==> src/rtl/relu_pool.sv <==
// ============================================================================
// Module   : relu_pool
// Brief    : ReLU + KxK max-pool with shift/saturate, one window element/clk.
// Revision : 1.0
// ============================================================================
`default_nettype none

module relu_pool #(
    parameter int IN_WIDTH    = 3,
    parameter int IN_HEIGHT   = 3,
    parameter int BITWIDTH    = 16,
    parameter int EXPAND      = 1,
    parameter int POOL_SIZE   = 2,
    parameter int POOL_STRIDE = 1,
    parameter int SHIFT       = 0,
    parameter int OUT_WIDTH   = (IN_WIDTH - POOL_SIZE) / POOL_STRIDE + 1,
    parameter int OUT_HEIGHT  = (IN_HEIGHT - POOL_SIZE) / POOL_STRIDE + 1
) (
    input  logic                                             clk_en,
    input  logic                                             rst,
    input  logic                                             pool_en,
    input  logic [2*EXPAND*IN_WIDTH*IN_HEIGHT*BITWIDTH-1:0]  conv_result,
    output logic [OUT_WIDTH*OUT_HEIGHT*BITWIDTH-1:0]         result,
    output logic                                             busy,
    output logic                                             pool_fin
);

    localparam int c_ew    = 2 * EXPAND * BITWIDTH;
    localparam int c_n_in  = IN_WIDTH * IN_HEIGHT;
    localparam int c_n_out = OUT_WIDTH * OUT_HEIGHT;
    localparam int c_iw    = (c_n_in > 1)     ? $clog2(c_n_in)     : 1;
    localparam int c_ow    = (c_n_out > 1)    ? $clog2(c_n_out)    : 1;
    localparam int c_kw    = (POOL_SIZE > 1)  ? $clog2(POOL_SIZE)  : 1;
    localparam int c_xw    = (OUT_WIDTH > 1)  ? $clog2(OUT_WIDTH)  : 1;
    localparam int c_yw    = (OUT_HEIGHT > 1) ? $clog2(OUT_HEIGHT) : 1;

    localparam logic [c_kw-1:0]     c_k_last = c_kw'(POOL_SIZE - 1);
    localparam logic [c_xw-1:0]     c_x_last = c_xw'(OUT_WIDTH - 1);
    localparam logic [c_yw-1:0]     c_y_last = c_yw'(OUT_HEIGHT - 1);
    localparam logic [BITWIDTH-1:0] c_max    = {BITWIDTH{1'b1}};

    typedef enum logic [1:0] {
        IDLE = 2'd0,
        SCAN = 2'd1,
        DONE = 2'd2
    } state_t;

    state_t                     r_state;
    logic signed [c_ew-1:0]     r_buf [c_n_in];
    logic signed [c_ew-1:0]     r_acc;
    logic [BITWIDTH-1:0]        r_res [c_n_out];
    logic [c_yw-1:0]            r_oy;
    logic [c_xw-1:0]            r_ox;
    logic [c_kw-1:0]            r_ky;
    logic [c_kw-1:0]            r_kx;
    logic                       r_busy;
    logic                       r_fin;

    logic signed [c_ew-1:0]     w_in [c_n_in];
    logic [c_iw-1:0]            w_idx;
    logic [c_ow-1:0]            w_slot;
    logic signed [c_ew-1:0]     w_x;
    logic signed [c_ew-1:0]     w_relu;
    logic signed [c_ew-1:0]     w_max;
    logic signed [c_ew-1:0]     w_shifted;
    logic [BITWIDTH-1:0]        w_sat;
    logic                       w_win_first;
    logic                       w_win_last;

    generate
        for (genvar gi = 0; gi < c_n_in; gi++) begin : g_unpack
            assign w_in[gi] = conv_result[gi*c_ew +: c_ew];
        end
        for (genvar go = 0; go < c_n_out; go++) begin : g_pack
            assign result[go*BITWIDTH +: BITWIDTH] = r_res[go];
        end
    endgenerate

    assign busy     = r_busy;
    assign pool_fin = r_fin;

    // Single shared comparator: current element against the running window max.
    always_comb begin
        w_idx       = c_iw'((int'(r_oy) * POOL_STRIDE + int'(r_ky)) * IN_WIDTH
                            + int'(r_ox) * POOL_STRIDE + int'(r_kx));
        w_slot      = c_ow'(int'(r_oy) * OUT_WIDTH + int'(r_ox));
        w_x         = r_buf[w_idx];
        w_relu      = w_x[c_ew-1] ? '0 : w_x;
        w_win_first = (r_ky == '0) && (r_kx == '0);
        w_win_last  = (r_ky == c_k_last) && (r_kx == c_k_last);
        w_max       = (w_win_first || (w_relu > r_acc)) ? w_relu : r_acc;
        w_shifted   = w_max >>> SHIFT;
        w_sat       = (|w_shifted[c_ew-1:BITWIDTH]) ? c_max : w_shifted[BITWIDTH-1:0];
    end

    always_ff @(posedge clk_en or posedge rst) begin
        if (rst) begin
            r_state <= IDLE;
            r_acc   <= '0;
            r_oy    <= '0;
            r_ox    <= '0;
            r_ky    <= '0;
            r_kx    <= '0;
            r_busy  <= 1'b0;
            r_fin   <= 1'b0;
            for (int i = 0; i < c_n_in; i++) begin
                r_buf[i] <= '0;
            end
            for (int j = 0; j < c_n_out; j++) begin
                r_res[j] <= '0;
            end
        end else begin
            case (r_state)
                IDLE: begin
                    r_fin <= 1'b0;
                    if (pool_en) begin
                        for (int i = 0; i < c_n_in; i++) begin
                            r_buf[i] <= w_in[i];
                        end
                        r_acc   <= '0;
                        r_oy    <= '0;
                        r_ox    <= '0;
                        r_ky    <= '0;
                        r_kx    <= '0;
                        r_busy  <= 1'b1;
                        r_state <= SCAN;
                    end else begin
                        r_busy <= 1'b0;
                    end
                end

                SCAN: begin
                    r_acc <= w_max;
                    if (w_win_last) begin
                        r_res[w_slot] <= w_sat;
                    end
                    // Nested row-major walk: kx fastest, then ky, ox, oy.
                    if (r_kx != c_k_last) begin
                        r_kx <= r_kx + 1'b1;
                    end else begin
                        r_kx <= '0;
                        if (r_ky != c_k_last) begin
                            r_ky <= r_ky + 1'b1;
                        end else begin
                            r_ky <= '0;
                            if (r_ox != c_x_last) begin
                                r_ox <= r_ox + 1'b1;
                            end else begin
                                r_ox <= '0;
                                if (r_oy != c_y_last) begin
                                    r_oy <= r_oy + 1'b1;
                                end else begin
                                    r_oy    <= '0;
                                    r_fin   <= 1'b1;
                                    r_state <= DONE;
                                end
                            end
                        end
                    end
                end

                DONE: begin
                    r_fin   <= 1'b0;
                    r_busy  <= 1'b0;
                    r_state <= IDLE;
                end

                default: begin
                    r_fin   <= 1'b0;
                    r_busy  <= 1'b0;
                    r_state <= IDLE;
                end
            endcase
        end
    end

endmodule

`default_nettype wire

==> config.mk <==
export PLATFORM = sky130hd
export DESIGN_NAME = relu_pool
export DESIGN_NICKNAME = d
export VERILOG_FILES = /design/src/rtl/relu_pool.sv
export SDC_FILE = /design/constraint.sdc
export NUM_CORES = 1
export LEC_CHECK = 0
export ABC_AREA = 1
export ABC_CLOCK_PERIOD_IN_PS = 17100
export CAP_MARGIN = 30
export CORE_MARGIN = 2
export CORE_UTILIZATION = 53
export CTS_BUF_LIST = sky130_fd_sc_hd__clkbuf_4 sky130_fd_sc_hd__clkbuf_8 sky130_fd_sc_hd__clkbuf_16
export CTS_CLUSTER_SIZE = 28
export DETAILED_ROUTE_END_ITERATION = 16
export PLACE_DENSITY = 0.81
export SYNTH_ARGS = -nofsm -noshare
export SYNTH_HDL_FRONTEND = slang
export SYNTH_SLANG_ARGS = --single-unit
export TNS_END_PERCENT = 100
==> constraint.sdc <==
create_clock -name clk_en -period 17.1 [get_ports clk_en]
set_input_delay 5.13 -clock clk_en [delete_from_list [all_inputs] [get_ports clk_en]]
set_output_delay 5.13 -clock clk_en [all_outputs]
set_load 0.01 [all_outputs]
---- Word level (Yosys, flattened, before mapping) ----
Index checks and enable logic that the tools add are counted.
W data, S select, Z words.
storage, ports and cells
  bits in registers ....................... 392
  logic and storage cells ................. 98
  output and inout bits ................... 66
cells by class
  $mul .................................... 1
  equality and inequality tests ........... 6
  bitwise gates (word level) .............. 4
  $add $sub $neg .......................... 8
  order comparisons ....................... 4
  reductions and logical operators ........ 15
  mux-type cells .......................... 39
operators with widths
  cell                   number
  $bmux W32 S4           1
  $mux W32               4
  $bwmux W64             1
  $pmux W32 S2           1
  $demux W16 S2          1
  $gt A32 B32 Y1         1
  $mux W16               2
  $mux W31               1
  $mux W1                17
  $reduce_or A16 Y1      1
  $mux W2                5
  $ne A2 B2 Y1 const B   5
  $pmux W1 S2            5
  $reduce_and A5 Y1      2
  $add A4 B1 Y4          2
  $reduce_and A4 Y1      2
  $reduce_and A2 Y1      3
  $ge A5 B5 Y1 const B   1
  $not A4 Y5             1
  $add A1 B1 Y1 const B  4
  $mul A2 B2 Y4 const B  1
  $pmux W2 S2            1
  $ge A3 B3 Y1 const B   1
  $logic_and A1 B1 Y1    3
  other kinds (10)       11

---- Logic depth before layout (Yosys ltp) ----
  word-level depth ........................ 15
  gate-level depth with buffers ........... 39
  mapped depth without buffers ............ 35

---- Worst setup path before layout ----
No wires, ideal clock.
  kind .................................... input -> register
  start point ............................. input pool_en
  end point ............................... register r_buf[0] (netlist bit)
  setup slack ............................. 10.890 ns
  buffers on the path ..................... 2
  stages .................................. 6
  data arrival time ....................... 6.144 ns
  path through ............................ nand2_1 > nor2_1 > clkbuf_1 > clkbuf_1 > nand2_1 > nand2_1
between the ends
  cells in the longest elaborated chain, start to end .. 1
ends and longest elaborated chain
  what                            line  source
  start: declaration              21    input logic pool_en,
  $reduce_and A2 Y1 (no line)     -
  end signal: indexed assignment  118   r_buf[i] <= w_in[i];
  end: declaration                49    logic signed [c_ew-1:0] r_buf [c_n_in];
Every way passes these cells.
A chain may end at the register's enable or synchronous reset.

---- Final worst setup path ----
  start point ............................. register r_kx
  end point ............................... register r_res (netlist bit result[13])
between the ends
  cells in the longest elaborated chain, start to end .. 12
ends and longest elaborated chain
  what                                         line  source
  start: declaration                           55    logic [c_kw-1:0] r_kx;
  start signal: assignment                     139   r_kx <= r_kx + 1'b1;
  $add A4 B1 Y4                                85    + int'(r_ox) * POOL_STRIDE + int'(r_kx));
  $not A4 Y5 (implied by the code)             87    w_x = r_buf[w_idx];
  $bmux W32 S4                                 87
  $mux W32 (implied by the code) (2 in a row)  87
  $mux W31                                     88    w_relu = w_x[c_ew-1] ? '0 : w_x;
  $gt A32 B32 Y1                               91    w_max = (w_win_first || (w_relu > r_acc)) ? w_relu : r_acc;
  $logic_or A1 B1 Y1                           91
  $mux W32                                     91
  $reduce_or A16 Y1                            93    w_sat = (|w_shifted[c_ew-1:BITWIDTH]) ? c_max : w_shifted[BITWIDTH-1:0];
  $mux W16                                     93
  $bwmux W64                                   135   r_res[w_slot] <= w_sat;
  end signal: indexed assignment               135
  end: declaration                             51    logic [BITWIDTH-1:0] r_res [c_n_out];
Parallel ways exist; a longest one is shown, timed or not. The select of a mux whose other input is x is not followed.

==> qor.csv <==
metric;value;unit
DP HPWL;38.5;mm
Setup Fix Bufs, Post-CTS;0;
max_cap viols;0;
CTS tree;yes;
drt initial violations;1839;
sequential fraction of the synthesis area;52.2;%
Yosys warning count;0;
first-pass GRT wire length;90.1;mm
Mapped Cells;2451;
crit start category;flip-flop;
grt ovf;0;
Die Y;192;um
Final ANT Viol Nets;0;
simple-gate area share of the yosys netlist;32.9;%
CP Data Arrival Time;8.33;ns
deepest clock path buffer count;3;
TNS Setup;0;ns
DRC errors left;0;
area of the multi-input gates;8100;sq um
largest cells by area after synthesis;dfrtp_1 52%, nand2_1 27%, nand3_1 2.7%;
vias in the first global route;17400;
pin count of the biggest net entering global routing;191;
Worst slew margin;31.2;%
dpl ws;9.00;ns
Yosys top cell by area;dfrtp_1;
kind of critical path;flip-flop to flip-flop;
CP peak stage delay;0.68;ns
post-placement cell area;22600;sq um
Post-CTS Resized;0;
final hold slack;0.470;ns
wire per inst;17.8;um
area of the die;37000;sq um
clk slew on worst S/H paths;0.06;ns
routability congestion estimate;0.885;
WP data required;17.51;ns
final WL;57.4;mm
Root Driver;clkbuf_16;
Hold Path Class;flip-flop to flip-flop;
clock skew;0.0243;ns
layout cells sized above 1;4.60;%
minimum clock period;7.91;ns
Worst path slowest cell;clkinv_2;
vias per cell;5.53;
Avg Synthesized Cell Area;7.67;sq um
net count after synthesis;2780;
post-synthesis xor/xnor area fraction;0.146;%
Area Growth Syn to Fin;28.6;%
num rows;68;
Synth top area share;52.2;%
clock latency on the worst-skew pair;0.54;ns
Compound-Gate Fraction of Synth Area;7.29;%
final number of setup-violating endpoints;0;
Final period util;46.3;%
Starting Density;54.2;%
port bufs;356;
register area;9810;sq um
combinational family with the most area after synthesis;simple AND/OR/NAND/NOR gates;
distinct cell type count after synthesis;38;
register bit count reported by yosys;392;
CTS Hold Bufs;0;
post-layout instance area;24200;sq um
Die Span X;192;um
mapped cell area;18800;sq um
Filler cells;2715;
Worst-Margin Slew;1.03;ns
status;finished clean;
initial antenna violation count;7;
cts bufs inserted;41;
Final WS setup;9.19;ns
CORE AREA;34700;sq um
Layout Nets;3059;
Detailed Routing Iterations Pass 1;8;
Total Routing Usage GR;31.0;%
CP Capture Type;flip-flop;
Clock Sink Count;392;
CTS H-tree depth;2;
I/O pins;357;
multiplexer area fraction after synthesis;0;%
Final Hold Viols;0;
CP dominant cell by count;nand2_1;
Slew Viols, Final;0;
routed via count;17800;
RSZ-0062 raised after global routing;no;
Peak Freq;126;MHz
area share of fa/ha/maj cells after synthesis;2.61;%
CP max FO;48;
[flip-flops by register name, indices dropped and copies added (netlist names)]
| register | cells |
|---|---|
| r_ox | 1 |
| r_kx | 1 |
| r_buf | 288 |
| pool_fin | 1 |
| busy | 1 |
| r_state | 2 |
| r_acc | 32 |
| r_ky | 1 |
| r_oy | 1 |
| result | 64 |
[cell usage in the layout, fill, tap and decap left out, drive strengths merged]
master         netlist  final
o31ai                1      1
o221ai               1      1
nand3              113    113
or3                 14     14
dfrtp              392    392
bufinv               0      4
or2                  1      1
nor2                51     51
clkdlybuf4s50        0    356
inv                 83     85
clkbuf             104     58
nand3b              18     18
o21ai               50     50
o31a                 1      1
a221oi              30     30
a31oi               26     26
nor3                 8      8
xnor2                1      1
a22o                 5      5
nand2             1349   1349
clkinv               4     14
nand4                3      3
fa                   2      2
a21oi               92     92
a21o                 2      2
a211o                1      1
o211ai               1      1
ha                  36     36
buf                 41     25
o22ai               21     21
diode                0      5
[synthesized netlist by cell type, drive strengths merged]
library cell	count
inv	83
a211o	1
clkinv	4
clkbuf	104
o31ai	1
dfrtp	392
o211ai	1
xnor2	1
nor3	8
a221oi	30
o221ai	1
nand4	3
o21ai	50
buf	41
nand3	113
ha	36
or3	14
a21o	2
nand3b	18
a22o	5
a31oi	26
fa	2
nor2	51
a21oi	92
nand2	1349
o31a	1
o22ai	21
or2	1
[kinds of logic (layout without fill, tap and decap cells)]
family	Yosys count	count (layout)
flip-flops	392	392
AND/OR/NAND/NOR	1557	1557
other	0	5
AO/OA/AOI/OAI	231	231
adder cells (fa/ha/maj)	38	38
buffers and inverters	232	542
XOR/XNOR	1	1
[critical path: cells and delay by family (launching register included)]
kind	cells	cell delay [ns]
flops	1	0.41
compound gates	2	0.22
buf+inv	9	2.80
simple gates	16	3.03
xor+xnor	1	0.13
fa+ha+maj	4	1.11
[final timing paths]
kind | start | endpoint | slack [ns] | cells after the start
min | r_buf[158]$_DFFE_PP0P_ | r_buf[158]$_DFFE_PP0P_ | 0.47 | 2
min reg2reg | r_buf[158]$_DFFE_PP0P_ | r_buf[158]$_DFFE_PP0P_ | 0.47 | 2
max in group asynchronous | rst | r_buf[259]$_DFFE_PP0P_ | 10.78 | 5
max reg2reg | r_kx$_DFFE_PP0P_ | result[13]$_DFFE_PP0P_ | 9.19 | 32
min in group asynchronous | rst | r_acc[25]$_DFFE_PP0P_ | 4.92 | 2
max | r_kx$_DFFE_PP0P_ | result[13]$_DFFE_PP0P_ | 9.19 | 32
[cell type report]
class                           count  area share, %
Timing Repair Buffer              381           16.1
Tap cell                          455           2.36
Clock buffer                       58           5.12
Sequential cell                   392           40.6
Clock inverter                     16          0.823
Multi-Input combinational cell   1827           33.5
Inverter                           87           1.43
Antenna cell                        5         0.0518
[per-layer routing]
metal  vias up  GRT usage (%)  wire, um
li1       8322              -         -
met1      8474           42.2     23300
met2       888           49.7     27200
met3       129           4.95      4850
met4         6           12.5      2060
met5         -              0        38
[stage by stage]
stage	util (%)	std cells
2_1_floorplan	-	2451
3_3_place_gp	64.9	3133
3_5_place_dp	65.1	3138
4_1_cts	69.3	3212
5_1_grt	69.6	3219
6_report	69.6	3221
Power is left out: the tool's default activity adds up to more than one toggle a clock period on the data nets, which glitch-free logic cannot reach.
